**config.mk**
```make
export PLATFORM = sky130hd
export DESIGN_NAME = mdu_ctrl
export DESIGN_NICKNAME = d
export VERILOG_FILES = /design/src/rtl/mdu_ctrl.sv
export SDC_FILE = /design/constraint.sdc
export NUM_CORES = 1
export LEC_CHECK = 0
export CAP_MARGIN = 15
export CELL_PAD_IN_SITES_DETAIL_PLACEMENT = 0
export CELL_PAD_IN_SITES_GLOBAL_PLACEMENT = 1
export CORE_MARGIN = 2
export CORE_UTILIZATION = 47
export CTS_BUF_LIST = sky130_fd_sc_hd__clkbuf_4 sky130_fd_sc_hd__clkbuf_8 sky130_fd_sc_hd__clkbuf_16
export DETAILED_ROUTE_END_ITERATION = 8
export DONT_BUFFER_PORTS = 1
export PLACE_DENSITY = 0.86
export SYNTH_ARGS = -nofsm -noshare
export SYNTH_HDL_FRONTEND = slang
export SYNTH_SLANG_ARGS = --single-unit
```
**constraint.sdc**
```tcl
create_clock -name clk -period 3.7 [get_ports clk]
set_clock_uncertainty 0.1 [all_clocks]
set_input_delay 0.74 -clock clk [delete_from_list [all_inputs] [get_ports clk]]
set_output_delay 0.74 -clock clk [all_outputs]
set_load 0.02 [all_outputs]
```
**src/rtl/mdu_ctrl.sv**
```systemverilog
// mdu_ctrl: sequencing controller for the multiply/divide unit.
//
// Accepts MDU instructions from the E stage. For an arithmetic op it issues a
// start pulse to the engine, latches the op and counts the fixed latency. It
// then emits a one-cycle HI/LO commit pulse, which is suppressed for divide by
// zero. MTHI/MTLO become same-cycle write enables. The block also raises the
// D-stage stall for MDU-related instructions while an operation is in flight.
//
// Parameters:
//   MULT_LAT  issue-to-commit cycles for MULT/MULTU (2..15)
//   DIV_LAT   issue-to-commit cycles for DIV/DIVU   (2..15)
// Ports:
//   clk, reset   clock, synchronous active-high reset
//   e_valid      E-stage instruction valid and not flushed
//   e_op         E-stage MDU op (0 NONE,1 MULT,2 MULTU,3 DIV,4 DIVU,5 MTHI,6 MTLO,7 NONE)
//   e_div_zero   divisor operand is zero, qualified by e_op
//   d_md         D-stage instruction is an MDU-related instruction
//   start        one-cycle issue pulse to engine
//   eng_op       op latched at issue, stable while busy
//   busy         operation in flight (registered)
//   commit       engine result writes {HI,LO} at the end of this cycle
//   hi_we/lo_we  MTHI/MTLO write enables
//   stall_d      stall D and freeze F/D
//   state        debug FSM state: 0 IDLE, 1 MUL, 2 DIV
module mdu_ctrl #(
  parameter int MULT_LAT = 5,
  parameter int DIV_LAT  = 10
) (
  input  logic       clk,
  input  logic       reset,
  input  logic       e_valid,
  input  logic [2:0] e_op,
  input  logic       e_div_zero,
  input  logic       d_md,
  output logic       start,
  output logic [2:0] eng_op,
  output logic       busy,
  output logic       commit,
  output logic       hi_we,
  output logic       lo_we,
  output logic       stall_d,
  output logic [1:0] state
);

  typedef enum logic [1:0] {
    ST_IDLE = 2'd0,
    ST_MUL  = 2'd1,
    ST_DIV  = 2'd2
  } state_t;

  localparam logic [3:0] MULT_CNT = 4'(MULT_LAT);
  localparam logic [3:0] DIV_CNT  = 4'(DIV_LAT);

  state_t     state_r;
  logic [3:0] cnt_r;
  logic [2:0] eng_op_r;
  logic       zflag_r;
  logic       busy_r;

  logic       is_arith_s;
  logic       is_div_s;
  logic       start_s;
  logic       last_s;

  // Decode the E-stage op and derive the combinational control outputs.
  always_comb begin
    is_arith_s = 1'b0;
    is_div_s   = 1'b0;
    start_s    = 1'b0;
    last_s     = 1'b0;
    hi_we      = 1'b0;
    lo_we      = 1'b0;
    if ((e_op >= 3'd1) && (e_op <= 3'd4)) begin
      is_arith_s = 1'b1;
    end else begin
      is_arith_s = 1'b0;
    end
    if ((e_op == 3'd3) || (e_op == 3'd4)) begin
      is_div_s = 1'b1;
    end else begin
      is_div_s = 1'b0;
    end
    // An arithmetic op arriving while busy is ignored; stall_d keeps it out.
    start_s = e_valid && is_arith_s && (state_r == ST_IDLE);
    hi_we   = e_valid && (e_op == 3'd5) && !busy_r;
    lo_we   = e_valid && (e_op == 3'd6) && !busy_r;
    // Final cycle of an operation: counter has reached one.
    if ((state_r != ST_IDLE) && (cnt_r == 4'd1)) begin
      last_s = 1'b1;
    end else begin
      last_s = 1'b0;
    end
  end

  assign start   = start_s;
  assign commit  = last_s && !zflag_r;
  assign stall_d = d_md && (busy_r || start_s);
  assign busy    = busy_r;
  assign eng_op  = eng_op_r;
  assign state   = state_r;

  // Sequencing FSM: issue, latency countdown and return to idle.
  always_ff @(posedge clk) begin
    if (reset) begin
      state_r  <= ST_IDLE;
      cnt_r    <= 4'd0;
      eng_op_r <= 3'd0;
      zflag_r  <= 1'b0;
      busy_r   <= 1'b0;
    end else begin
      case (state_r)
        ST_IDLE: begin
          if (start_s) begin
            eng_op_r <= e_op;
            zflag_r  <= e_div_zero && is_div_s;
            busy_r   <= 1'b1;
            if (is_div_s) begin
              state_r <= ST_DIV;
              cnt_r   <= DIV_CNT;
            end else begin
              state_r <= ST_MUL;
              cnt_r   <= MULT_CNT;
            end
          end
        end
        ST_MUL, ST_DIV: begin
          if (cnt_r == 4'd1) begin
            state_r <= ST_IDLE;
            cnt_r   <= 4'd0;
            busy_r  <= 1'b0;
          end else if (cnt_r != 4'd0) begin
            cnt_r <= cnt_r - 4'd1;
          end
        end
        default: begin
          state_r <= ST_IDLE;
          cnt_r   <= 4'd0;
          busy_r  <= 1'b0;
        end
      endcase
    end
  end

endmodule

```
==> Yosys cells after proc, flatten, opt, wreduce, memory -nomap -nowiden <==
Cells that the tools add are included.
{ "totals": {"ff_bits": 11, "output_inout_bits": 11, "inputBits": 8, "wordCells": 55} }
{ "op_classes": {"order_cmp": 2, "muxes": 15, "eq_ne": 10, "n_reduce_logical": 22, "n_addsub": 1} }
{ "ops": {"columns": ["cell", "count"], "rows": [
  ["$mux 4", 4],
  ["$logic_and 1x1->1", 11],
  ["$eq 3x3->1 const B", 3],
  ["$pmux 4 s2", 1],
  ["$mux 2", 3],
  ["$reduce_and 2->1", 3],
  ["$mux 1", 5],
  ["$eq 4x1->1 const B", 1],
  ["$ne 2x2->1 const B", 2],
  ["$pmux 2 s2", 1],
  ["$reduce_bool 4->1", 1],
  ["$sub 4x1->4 const B", 1],
  ["$eq 3x2->1 const B", 1],
  ["$ge 3x1->1 const B", 1],
  ["$le 3x3->1 const B", 1],
  ["$ne 3x3->1 const B", 1],
  ["$eq 2x1->1 const B", 1],
  ["$eq 2x2->1 const B", 1],
  ["$logic_not 1->1", 2],
  ["$logic_not 2->1", 1],
  ["$logic_or 1x1->1", 2],
  ["$pmux 1 s2", 1],
  ["$reduce_bool 2->1", 1],
  ["$reduce_or 2->1", 1]
]} }

==> Longest topological paths before layout <==
Gate-level depths: netlist of the first run.
{ "logic_depth": {"depth_word": 7, "depth_mapped": 6, "ltp_nobuf": 6} }

==> Worst setup path before layout of the first run <==
No wires, ideal clock.
{ "synth_timing": {"path_kind": "input to output", "startpoint": "input port e_op[0]", "endpoint": "output port stall_d", "path_buffers": 1, "arrival_ps": 1829, "slack_ps": 1031, "t_required_ps": 2860, "stages": 5, "path_cell_list": "buf_2 o21ba_2 o211ai_2 inv_1 o21a_1"} }
{ "synth_between": {"elab_chain_cells": 7, "word_cells_on_any_way": 8, "cone_classes": "order compare: 2; mux: 1; reduce/logical: 5"} }
{ "synth_lines": {"columns": ["item", "line_no", "rtl"], "rows": [
  ["from (decl)", "32", "input logic [2:0] e_op,"],
  ["$ge 3x1->1 or $le 3x3->1 (tied branches)", "73", "if ((e_op >= 3'd1) && (e_op <= 3'd4)) begin"],
  ["$logic_and 1x1->1 *", "73", null],
  ["$mux 1 *", "73", null],
  ["$logic_and 1x1->1 * (2 in series)", "84", "start_s = e_valid && is_arith_s && (state_r == ST_IDLE);"],
  ["net start", "35", "output logic start,"],
  ["$logic_or 1x1->1 *", "97", "assign stall_d = d_md && (busy_r || start_s);"],
  ["$logic_and 1x1->1 *", "97", null],
  ["to (decl)", "41", "output logic stall_d,"]
]} }
Mark *: on every way through the listed nets, which the timed path passes. The rest lies on a longest branch.

==> Worst setup path after layout of the first run <==
{ "layout_timing": {"startpoint": "register state_r[0], in the netlist state[0]", "endpoint": "output port stall_d"} }
{ "layout_between": {"elab_chain_cells": 4} }
{ "layout_lines": {"columns": ["item", "line_no", "rtl"], "rows": [
  ["from (decl)", "54", "state_t state_r;"],
  ["from (signal assigned)", "105", "state_r <= ST_IDLE;"],
  ["from (signal assigned)", "118", "state_r <= ST_DIV;"],
  ["from (signal assigned)", "121", "state_r <= ST_MUL;"],
  ["$logic_not 2->1", "84", null],
  ["$logic_and 1x1->1", "84", null],
  ["net start", "35", null],
  ["$logic_or 1x1->1", "97", null],
  ["$logic_and 1x1->1", "97", null]
]} }
The timed path passes the listed nets, and every way through them passes these cells.

==> impl_results.md, run 1 <==
* Initial Utilization at 0.496
* Post-CTS Hold Fix Bufs at 0
* Critical path data required time at 2.86 ns
* Share of post-route cells with drive strength above 1 at 0.136
* Largest net degree at the start of global routing at 14
* Critical Path, Cell by Cell: inv_1 -> ha_1 -> o211ai_2 -> inv_1 -> o21a_1
* Critical path class: reg -> out
* Crit-path max cell delay at 0.51 ns
* Top post-synthesis cells by count: dfxtp_1 (11), inv_1 (8), nand2_1 (6)
* Via count at 660
* # IOs at 19
* Dpl hpwl at 1250 microns
* Clk sink count at 11
* Final period utilization at 0.731
* Fin cells at 104
* Final ANT Viol Nets at 0
* Synth area leaders: dfxtp_1 (30%), ha_1 (6.8%), mux2i_1 (5.4%)
* Maximum clock insertion buffer count at 2
* Max VDD drop at 0.000186 V
* Switching Fraction at 0.322
* Final setup TNS at 0 ns
* P_sw at 0.102 mW
* Vias in the first global route at 638
* Clock-pin slew on the worst setup and hold paths at 0.07 ns
* Actual slew at the worst max-slew pin at 0.983 ns
* Cell Area, Synth at 738 sq um
* CTS tree: yes
* Max Freq at 0.370 GHz
* Layout Utilization at 0.518
* Startpoint types: register
* Number of max-slew violations in the final report at 0
* # diodes at 0
* Final setup violation count at 0
* Top_reg_cell synth: dfxtp_1
* Post-synth ARST share at 0
* IO buf count at 0
* Yosys top cell area share at 0.298
* Area grow syn2layout at 4.41%
* Htree depth at 1
* Synthesized Nets at 100
* Hold Path Class: reg -> reg
* Max cap viols at 0
* Total power at 0.317 mW
* DR DRC count at 0
* Status: completed
* Total track usage at 0.210
* Post-synth cell types at 36
* Initial antenna violation count at 0
* Global-route wire length before repair at 2820 microns
* Cell total after placement at 100
* Sequential share of the synthesized area at 0.298
* Synth Area per Inst at 8.39 sq um
* Leak Pwr at 0.311 nW
* WL final at 1600 microns
* Placed Area at 741 sq um
* Die Wd at 43.6 microns
* Worst setup EP type: primary output
* Crit path max fanout at 9
* Cells after Synth at 88
* P per Cell Area at 411 nW/um^2
* GP Congestion at 0.859
* Drt wl/cell at 15.4 microns
* Worst path arrival time at 1.86 ns
* Synthesis warning total at 0
* Initial DRC count at 16
* PostCTS Resize Cnt at 0
* CTS buffer count at 3
* Vias per cell at 6.35
* Fill cell count at 158
* Count leader, synth: dfxtp_1
* Final Critical Period at 2.70 ns
* Slowest-stage cell, CP: dfxtp_1
* Postcts setup bufs at 0
* Full die area at 1900 sq um
* WP buf/inv at 2
* Placeable Area at 1490 sq um
* Slew HR at 0.335
* Internal Pwr Total at 0.215 mW
* Clock network fraction of total power at 0.281
* Combinational share of power at 0.262
* Worst hold margin at 0.368 ns
* Worst skew pair latency at 0.27 ns
* Final instance area at 771 sq um
* Clock Tree Root: clkbuf_4
* Final Hold Fails at 0
* Chip height at 43.6 microns
* RSZ-0062 raised after global routing: false
* Num rows at 14
* Crit path top cell by count: inv_1
* EDFF count, synth at 0
* Kind of cell adding the most delay to the critical path: flip-flops
* Seq pwr share at 0.457
* Dpl ws at 1.13 ns
* Worst Setup Slack, final at 0.996 ns
* Grt total ovfl at 0
* Synthesized flop and latch total at 11
* Nets at 101
* Pre-Repair DR Iteration Count at 4
* Cell taking the most area after synthesis: dfxtp_1
==> final timing paths <==
path | from | end | slack [ns] | cells past startpoint
setup reg to reg | state[0]$_SDFFE_PP0P_ | cnt_r[0]$_SDFFE_PP0P_ | 1.48 | 6
hold reg to reg | zflag_r$_SDFFE_PP0P_ | zflag_r$_SDFFE_PP0P_ | 0.37 | 2
hold / removal | zflag_r$_SDFFE_PP0P_ | zflag_r$_SDFFE_PP0P_ | 0.37 | 2
setup / recovery | state[0]$_SDFFE_PP0P_ | stall_d | 1.0 | 5
==> placed cells by master, fill, tap and decap left out <==
master,count
o21a_1,2
clkbuf_4,4
nand4_1,1
o21ba_2,1
a311oi_1,1
inv_1,8
nor4b_1,3
nor3b_1,1
nand2b_1,1
a211oi_2,1
nand3_1,3
a211o_2,1
ha_1,4
a211oi_1,2
nor3_1,4
o31ai_2,1
or3b_4,1
a41o_1,1
a21oi_1,4
nor2b_1,1
a21boi_0,1
or4_2,1
nand3b_1,1
a211o_1,1
nand2_1,6
or3_1,2
and2_4,1
or3b_1,1
dfxtp_1,11
o211ai_2,1
nor2_1,5
o21ai_0,5
o31a_1,1
o32ai_1,2
mux2i_1,4
==> flip-flops by register name (all words and copies together), names as in the netlist <==
signal and count:
busy 1, cnt_r 4, eng_op 3, state 2
zflag_r 1
==> layout make-up <==
cell class | count | area (sq um) | area share
clock buffer | 4 | 30.0 | 0.0390
inverter | 8 | 30.0 | 0.0390
sequential | 11 | 220 | 0.286
tap | 16 | 20.0 | 0.0260
multi-input combinational | 65 | 470 | 0.610
==> power groups by stage <==
stage | clock [mW] | combinational, mW | sequential (mW)
floorplan | 0 | 0.0743 | 0.145
finish | 0.0891 | 0.0831 | 0.145
global route | 0.106 | 0.0929 | 0.147
global placement | 0 | 0.0816 | 0.147
detailed placement | 0 | 0.0828 | 0.148
CTS | 0.0941 | 0.0831 | 0.145
==> worst register-to-register path: cells and delay by family (launching register included) <==
| family | cells | cell delay, ns |
|---|---|---|
| compound gates | 2 | 0.39 |
| flops | 1 | 0.51 |
| fa+ha+maj | 1 | 0.38 |
| simple gates | 2 | 0.72 |
| buf+inv | 1 | 0.08 |
==> logic make-up (layout without fill, tap and decap cells) <==
| group | Yosys count | after routing | share of synthesized area |
|---|---|---|---|
| fa+ha+maj | 4 | 4 | 0.0678 |
| flops | 11 | 11 | 0.298 |
| buf+inv | 12 | 12 | 0.0644 |
| compound gates | 25 | 25 | 0.263 |
| mux | 4 | 4 | 0.0542 |
| simple gates | 32 | 32 | 0.253 |
==> layer usage <==
layer,track usage,vias to the layer above,share of wire
met1,0.249,304,0.47
met2,0.312,18,0.45
met5,0,-,0
met4,0.145,0,0.027
li1,-,332,-
met3,0.0750,6,0.052
(Power assumes the default switching activity.)
==> inputs of run 2 (changes only) <==
--- a/config.mk
+++ b/config.mk
@@ -9,11 +9,11 @@
 export CELL_PAD_IN_SITES_DETAIL_PLACEMENT = 0
 export CELL_PAD_IN_SITES_GLOBAL_PLACEMENT = 1
 export CORE_MARGIN = 2
-export CORE_UTILIZATION = 47
+export CORE_UTILIZATION = 43
 export CTS_BUF_LIST = sky130_fd_sc_hd__clkbuf_4 sky130_fd_sc_hd__clkbuf_8 sky130_fd_sc_hd__clkbuf_16
 export DETAILED_ROUTE_END_ITERATION = 8
 export DONT_BUFFER_PORTS = 1
-export PLACE_DENSITY = 0.86
+export PLACE_DENSITY = 0.8
 export SYNTH_ARGS = -nofsm -noshare
 export SYNTH_HDL_FRONTEND = slang
 export SYNTH_SLANG_ARGS = --single-unit
==> constraint.sdc (replaced) <==
create_clock -name clk -period 2.6 [get_ports clk]
set_clock_uncertainty 0.1 [all_clocks]
set_input_delay 0.52 -clock clk [delete_from_list [all_inputs] [get_ports clk]]
set_output_delay 0.52 -clock clk [all_outputs]
set_load 0.02 [all_outputs]
==> impl_results.md, run 2 (synthesis gave the netlist of run 1 again) <==
* Status: completed
* Commonest non-fill, non-tap cell in the layout: dfxtp_1
* Worst setup EP type: primary output
* Worst skew pair latency at 0.26 ns (about the same)
* Layout Utilization at 0.514 (-0.00400)
* Crit-path max cell delay at 0.51 ns (about the same)
* Area grow syn2layout at 8.47%
* Crit path depth at 5 (unchanged)
* Internal Pwr Total at 0.309 mW (+44%)
* Hold Path Class: in -> reg
* Final instance area at 801 sq um (+3.9%)
* Slew HR at 0.711 (+0.375)
* Total power at 0.460 mW (+45%)
* Max cap viols at 0 (unchanged)
* Die Wd at 45.4 microns (+4.1%)
* Number of max-slew violations in the final report at 0 (unchanged)
* Chip height at 45.4 microns (+4.1%)
* Final period utilization at 0.905
* Full die area at 2060 sq um (+8.4%)
* Seq pwr share at 0.448 (-0.009)
* CTS tree: yes
* Placed Area at 771 sq um (+4.1%)
* Dpl hpwl at 1250 microns (-0.23%)
* Total track usage at 0.194 (-0.0152)
* Worst path arrival time at 1.73 ns (-0.13 ns)
* RSZ-0062 raised after global routing: false
* Switching Fraction at 0.327 (+0.00479)
* Clock-pin slew on the worst setup and hold paths at 0.08 ns (about the same)
* Vias per cell at 6.21 (-2.1%)
* Global-route wire length before repair at 2790 microns (-1.2%)
* Slowest-stage cell, CP: dfxtp_1
* Combinational share of power at 0.268 (+0.006)
* Clock Tree Root: clkbuf_4
* Grt total ovfl at 0 (unchanged)
* Fill cell count at 148 (-6.3%)
* Initial DRC count at 19 (+3)
* Clock network fraction of total power at 0.284 (+0.003)
* Max Freq at 0.425 GHz
* Critical path class: reg -> out
* Largest net degree at the start of global routing at 14 (unchanged)
* Max reg flops at 4 (unchanged)
* DR DRC count at 0 (unchanged)
* Kind of cell adding the most delay to the critical path: flip-flops
* P per Cell Area at 574 nW/um^2 (+40%)
* P_sw at 0.150 mW (+47%)
* Final Hold Fails at 0 (unchanged)
* Clk sink count at 11 (unchanged)
* Actual slew at the worst max-slew pin at 0.432 ns (-0.551 ns)
* IO buf count at 0 (unchanged)
* Largest Register: cnt_r
* Postcts setup bufs at 0 (unchanged)
* Worst hold margin at 0.209 ns (-0.159 ns)
* WP buf/inv at 2 (unchanged)
* WL final at 1630 microns (+1.4%)
* PostCTS Resize Cnt at 0 (unchanged)
* Vias in the first global route at 641 (+0.47%)
* Final ANT Viol Nets at 0 (unchanged)
* Hold Crit Depth at 1 (-1)
* Maximum clock insertion buffer count at 2 (unchanged)
* Crit path top cell by count: inv_1
* GP Congestion at 0.896 (+4.3%)
* Initial antenna violation count at 0 (unchanged)
* Max VDD drop at 0.000234 V (+26%)
* Startpoint types: register
* Share of post-route cells with drive strength above 1 at 0.174 (+0.0375)
* CTS buffer count at 3 (unchanged)
* Placeable Area at 1560 sq um (+4.7%)
* Most frequent cells in the layout: dfxtp_1 (11), inv_1 (8), nand2_1 (6)
* Final setup violation count at 0 (unchanged)
* Via count at 671 (+1.7%)
* R2r worst-path depth at 6 (unchanged)
* Post-CTS Hold Fix Bufs at 0 (unchanged)
* Critical Path, Cell by Cell: inv_1 -> ha_1 -> o211ai_2 -> inv_1 -> o21a_1
* Initial Utilization at 0.474 (-0.0223)
* Leak Pwr at 0.332 nW (+6.6%)
* Htree depth at 1 (unchanged)
* Final setup TNS at 0 ns (unchanged)
* Num rows at 14 (unchanged)
* # IOs at 19 (unchanged)
* Final Critical Period at 2.35 ns
* Critical path data required time at 1.98 ns (-0.88 ns)
* Nets at 105 (+4.0%)
* Crit path max fanout at 5 (-4)
* # diodes at 0 (unchanged)
* Drt wl/cell at 15.1 microns (-2.4%)
* Pre-Repair DR Iteration Count at 4 (unchanged)
[run 2: cell count changes in the layout (fill, tap and decap cells not counted)]
cell and change:
buf_4 +4
[run 2: worst reg2reg max path, cell delays in order, from the launching register on]
cell and delay [ns]:
dfxtp_1 0.51, inv_1 0.08, ha_1 0.37, nand2_1 0.09
or4_2 0.60, a211oi_1 0.27, a41o_1 0.12
[run 2: metrics by stage]
stage / worst slack, ns / cells
after floorplan: 0.371 / 88
after global placement: 0.457 / 104
after detailed placement: 0.442 / 104
after CTS: 0.216 / 108
after global routing: 0.119 / 108
final: 0.246 / 108
[run 2: final cells by class]
| cell class | count | area, sq um | share of cell area |
|---|---|---|---|
| multi-input cells | 65 | 470 | 0.587 |
| flip-flops and latches | 11 | 220 | 0.275 |
| clock buffers | 4 | 30.0 | 0.0375 |
| repair buffers | 4 | 30.0 | 0.0375 |
| inverters | 8 | 30.0 | 0.0375 |
| well taps | 16 | 20.0 | 0.0250 |
[run 2: final timing paths]
| check | startpoint | end | slack (ns) |
|---|---|---|---|
| setup / recovery | state[0]$_SDFFE_PP0P_ | stall_d | 0.25 |
| hold / removal | reset | state[0]$_SDFFE_PP0P_ | 0.21 |
| setup reg to reg | state[0]$_SDFFE_PP0P_ | cnt_r[0]$_SDFFE_PP0P_ | 0.41 |
| hold reg to reg | zflag_r$_SDFFE_PP0P_ | zflag_r$_SDFFE_PP0P_ | 0.38 |
[run 2: routing by layer]
metal  track usage  routed length (microns)
met1         0.233                      779
met2         0.301                      751
met3        0.0675                       84
met4         0.106                       10
met5             0                        0
[run 2: power by group through the flow]
stage,sequential (mW),clock [mW],combinational [mW]
2_1_floorplan,0.206,0,0.106
3_3_place_gp,0.210,0,0.122
3_5_place_dp,0.210,0,0.123
4_1_cts,0.206,0.135,0.123
5_1_grt,0.209,0.145,0.138
6_report,0.206,0.131,0.123
==> inputs of run 3 (changes only) <==
--- a/config.mk
+++ b/config.mk
@@ -5,6 +5,7 @@
 export SDC_FILE = /design/constraint.sdc
 export NUM_CORES = 1
 export LEC_CHECK = 0
+export ABC_CLOCK_PERIOD_IN_PS = 2600
 export CAP_MARGIN = 15
 export CELL_PAD_IN_SITES_DETAIL_PLACEMENT = 0
 export CELL_PAD_IN_SITES_GLOBAL_PLACEMENT = 1
@@ -13,6 +14,7 @@
 export CTS_BUF_LIST = sky130_fd_sc_hd__clkbuf_4 sky130_fd_sc_hd__clkbuf_8 sky130_fd_sc_hd__clkbuf_16
 export DETAILED_ROUTE_END_ITERATION = 8
 export DONT_BUFFER_PORTS = 1
+export GPL_TIMING_DRIVEN = 0
 export PLACE_DENSITY = 0.8
 export SYNTH_ARGS = -nofsm -noshare
 export SYNTH_HDL_FRONTEND = slang
==> impl_results.md, run 3 (synthesis gave the netlist of run 1 again) <==
* Final Critical Period at 2.42 ns (+0.0613 ns)
* Actual slew at the worst max-slew pin at 0.950 ns (+0.519 ns)
* Worst skew pair latency at 0.27 ns (about the same)
* Area grow syn2layout at 6.61%
* Commonest non-fill, non-tap cell in the layout: dfxtp_1
* Startpoint types: register
* Clock Tree Root: clkbuf_4
* R2r worst-path depth at 6 (unchanged)
* Switching Fraction at 0.334 (+0.00711)
* Max Freq at 0.414 GHz (-2.5%)
* Worst setup EP type: primary output
* Vias per cell at 6.05 (-2.7%)
* Initial Utilization at 0.474 (unchanged)
* Via count at 647 (-3.6%)
* RR Endpoint: cnt_r[0]$_SDFFE_PP0P_
* Max cap viols at 0 (unchanged)
* FF+latch area at 220 sq um (unchanged)
* Internal Pwr Total at 0.308 mW (-0.40%)
* Final setup TNS at 0 ns (unchanged)
* Max reg flops at 4 (unchanged)
* # IOs at 19 (unchanged)
* GP Congestion at 0.769 (-14%)
* RSZ-0062 raised after global routing: false
* Chip height at 45.4 microns (unchanged)
* Largest Register: cnt_r
* Max VDD drop at 0.000362 V (+55%)
* Number of max-slew violations in the final report at 0 (unchanged)
* Clk sink count at 11 (unchanged)
* CTS buffer count at 3 (unchanged)
* Initial antenna violation count at 0 (unchanged)
* Slew HR at 0.358 (-0.353)
* Worst path arrival time at 1.80 ns (+0.07 ns)
* Combinational share of power at 0.272 (+0.004)
* Critical path data required time at 1.98 ns (about the same)
* Die Wd at 45.4 microns (unchanged)
* # diodes at 0 (unchanged)
* Final ANT Viol Nets at 0 (unchanged)
* Postcts setup bufs at 0 (unchanged)
* DR DRC count at 0 (unchanged)
* Drt wl/cell at 14.9 microns (-1.2%)
* P_sw at 0.155 mW (+2.9%)
* Largest net degree at the start of global routing at 11 (-3)
* Grt total ovfl at 0 (unchanged)
* Final Hold Fails at 0 (unchanged)
* Reg2Reg Launch Point: state[1]$_SDFFE_PP0P_
* Total power at 0.463 mW (+0.66%)
* WL final at 1590 microns (-2.2%)
* Global-route wire length before repair at 2700 microns (-3.2%)
* Critical hold path startpoint: e_op[2]
* Most frequent cells in the layout: dfxtp_1 (11), inv_1 (8), nand2_1 (6)
* Reg2Reg Setup Slack at 0.37 ns (-0.04 ns)
* Num rows at 14 (unchanged)
* Initial DRC count at 12 (-7)
* Seq pwr share at 0.445 (-0.003)
* Hold Path Class: in -> reg
* Dpl hpwl at 1220 microns (-1.8%)
* Placeable Area at 1560 sq um (unchanged)
* Worst Hold Path EP: eng_op[2]$_SDFFE_PP0P_
* Status: completed
* Multi-input gate area at 473 sq um (+0.53%)
* Maximum clock insertion buffer count at 2 (unchanged)
* CTS tree: yes
* Clock-pin slew on the worst setup and hold paths at 0.07 ns (about the same)
* Crit path max fanout at 9 (+4)
* Fill cell count at 168 (+14%)
* Pre-Repair DR Iteration Count at 4 (unchanged)
* Vias in the first global route at 601 (-6.2%)
* Clock network fraction of total power at 0.283 (about the same)
* Full die area at 2060 sq um (unchanged)
* Nets at 104 (-0.95%)
* IO buf count at 0 (unchanged)
* Htree depth at 1 (unchanged)
* Final period utilization at 0.929 (+0.0236)
* Critical path class: reg -> out
* Leak Pwr at 0.319 nW (-3.8%)
* Final setup violation count at 0 (unchanged)
* Hold Crit Depth at 2 (+1)
* Share of post-route cells with drive strength above 1 at 0.165 (-0.00908)
* P per Cell Area at 588 nW/um^2 (+2.4%)
* Total track usage at 0.187 (-0.00754)
## run 3: cell types whose count changed in the layout (fill, tap and decap cells not counted)
| cell | change |
|---|---|
| clkbuf_1 | +1 |
| buf_4 | -4 |
| ha_1 | -1 |
| ha_2 | +1 |
| buf_2 | +2 |
## run 3: stage by stage
stage,hold WS (ns),instances,setup slack (ns),util,instance area (sq um)
2_1_floorplan,0.332,88,0.371,-,738
3_3_place_gp,0.343,104,0.250,0.486,758
3_5_place_dp,0.358,104,0.240,0.486,758
4_1_cts,0.292,107,0.0459,0.503,785
5_1_grt,0.290,107,0.0672,0.505,787
6_report,0.298,107,0.185,0.505,787
## run 3: final cells by class
cell class                 instances  area share
buffer                             3      0.0175
clock buffer                       4      0.0382
inverter                           8      0.0382
multi-input combinational         65       0.601
sequential                        11       0.280
tap                               16      0.0254
## run 3: worst max-delay path by stage
stage | from | endpoint | slack, ns | depth (start not counted)
after floorplan | e_op[0] | stall_d | 0.37 | 5
after global placement | state[0]$_SDFFE_PP0P_ | stall_d | 0.25 | 6
after detailed placement | state[0]$_SDFFE_PP0P_ | stall_d | 0.24 | 6
after CTS | state[0]$_SDFFE_PP0P_ | stall_d | 0.05 | 5
after global routing | state[0]$_SDFFE_PP0P_ | stall_d | 0.07 | 5
final | state[0]$_SDFFE_PP0P_ | stall_d | 0.18 | 5
## run 3: layer usage
layer,GRT usage,vias to the layer above,wire length (microns)
met3,0.0675,4,90
met5,0,-,0
li1,-,335,-
met1,0.252,292,810
met2,0.256,16,661
met4,0.100,0,27
## run 3: power by group through the flow
stage                     clock network [mW]  registers [mW]  logic, mW
after floorplan                            0           0.206      0.106
after global routing                   0.147           0.209      0.143
after detailed placement                   0           0.210      0.125
after global placement                     0           0.210      0.124
after CTS                              0.136           0.206      0.126
final                                  0.131           0.206      0.126
## run 3: repair_timing
item,CTS,global route
setup endpoints to repair,1,1
hold endpoints to repair,0,0
cloned,0,0
gates resized for setup,0,1
hold buffers,0,0
## run 3: critical path, cell delays in order (launching register included)
cell and delay, ns:
dfxtp_1 0.51, inv_1 0.09, ha_2 0.26, o211ai_2 0.17, inv_1 0.20, o21a_1 0.29
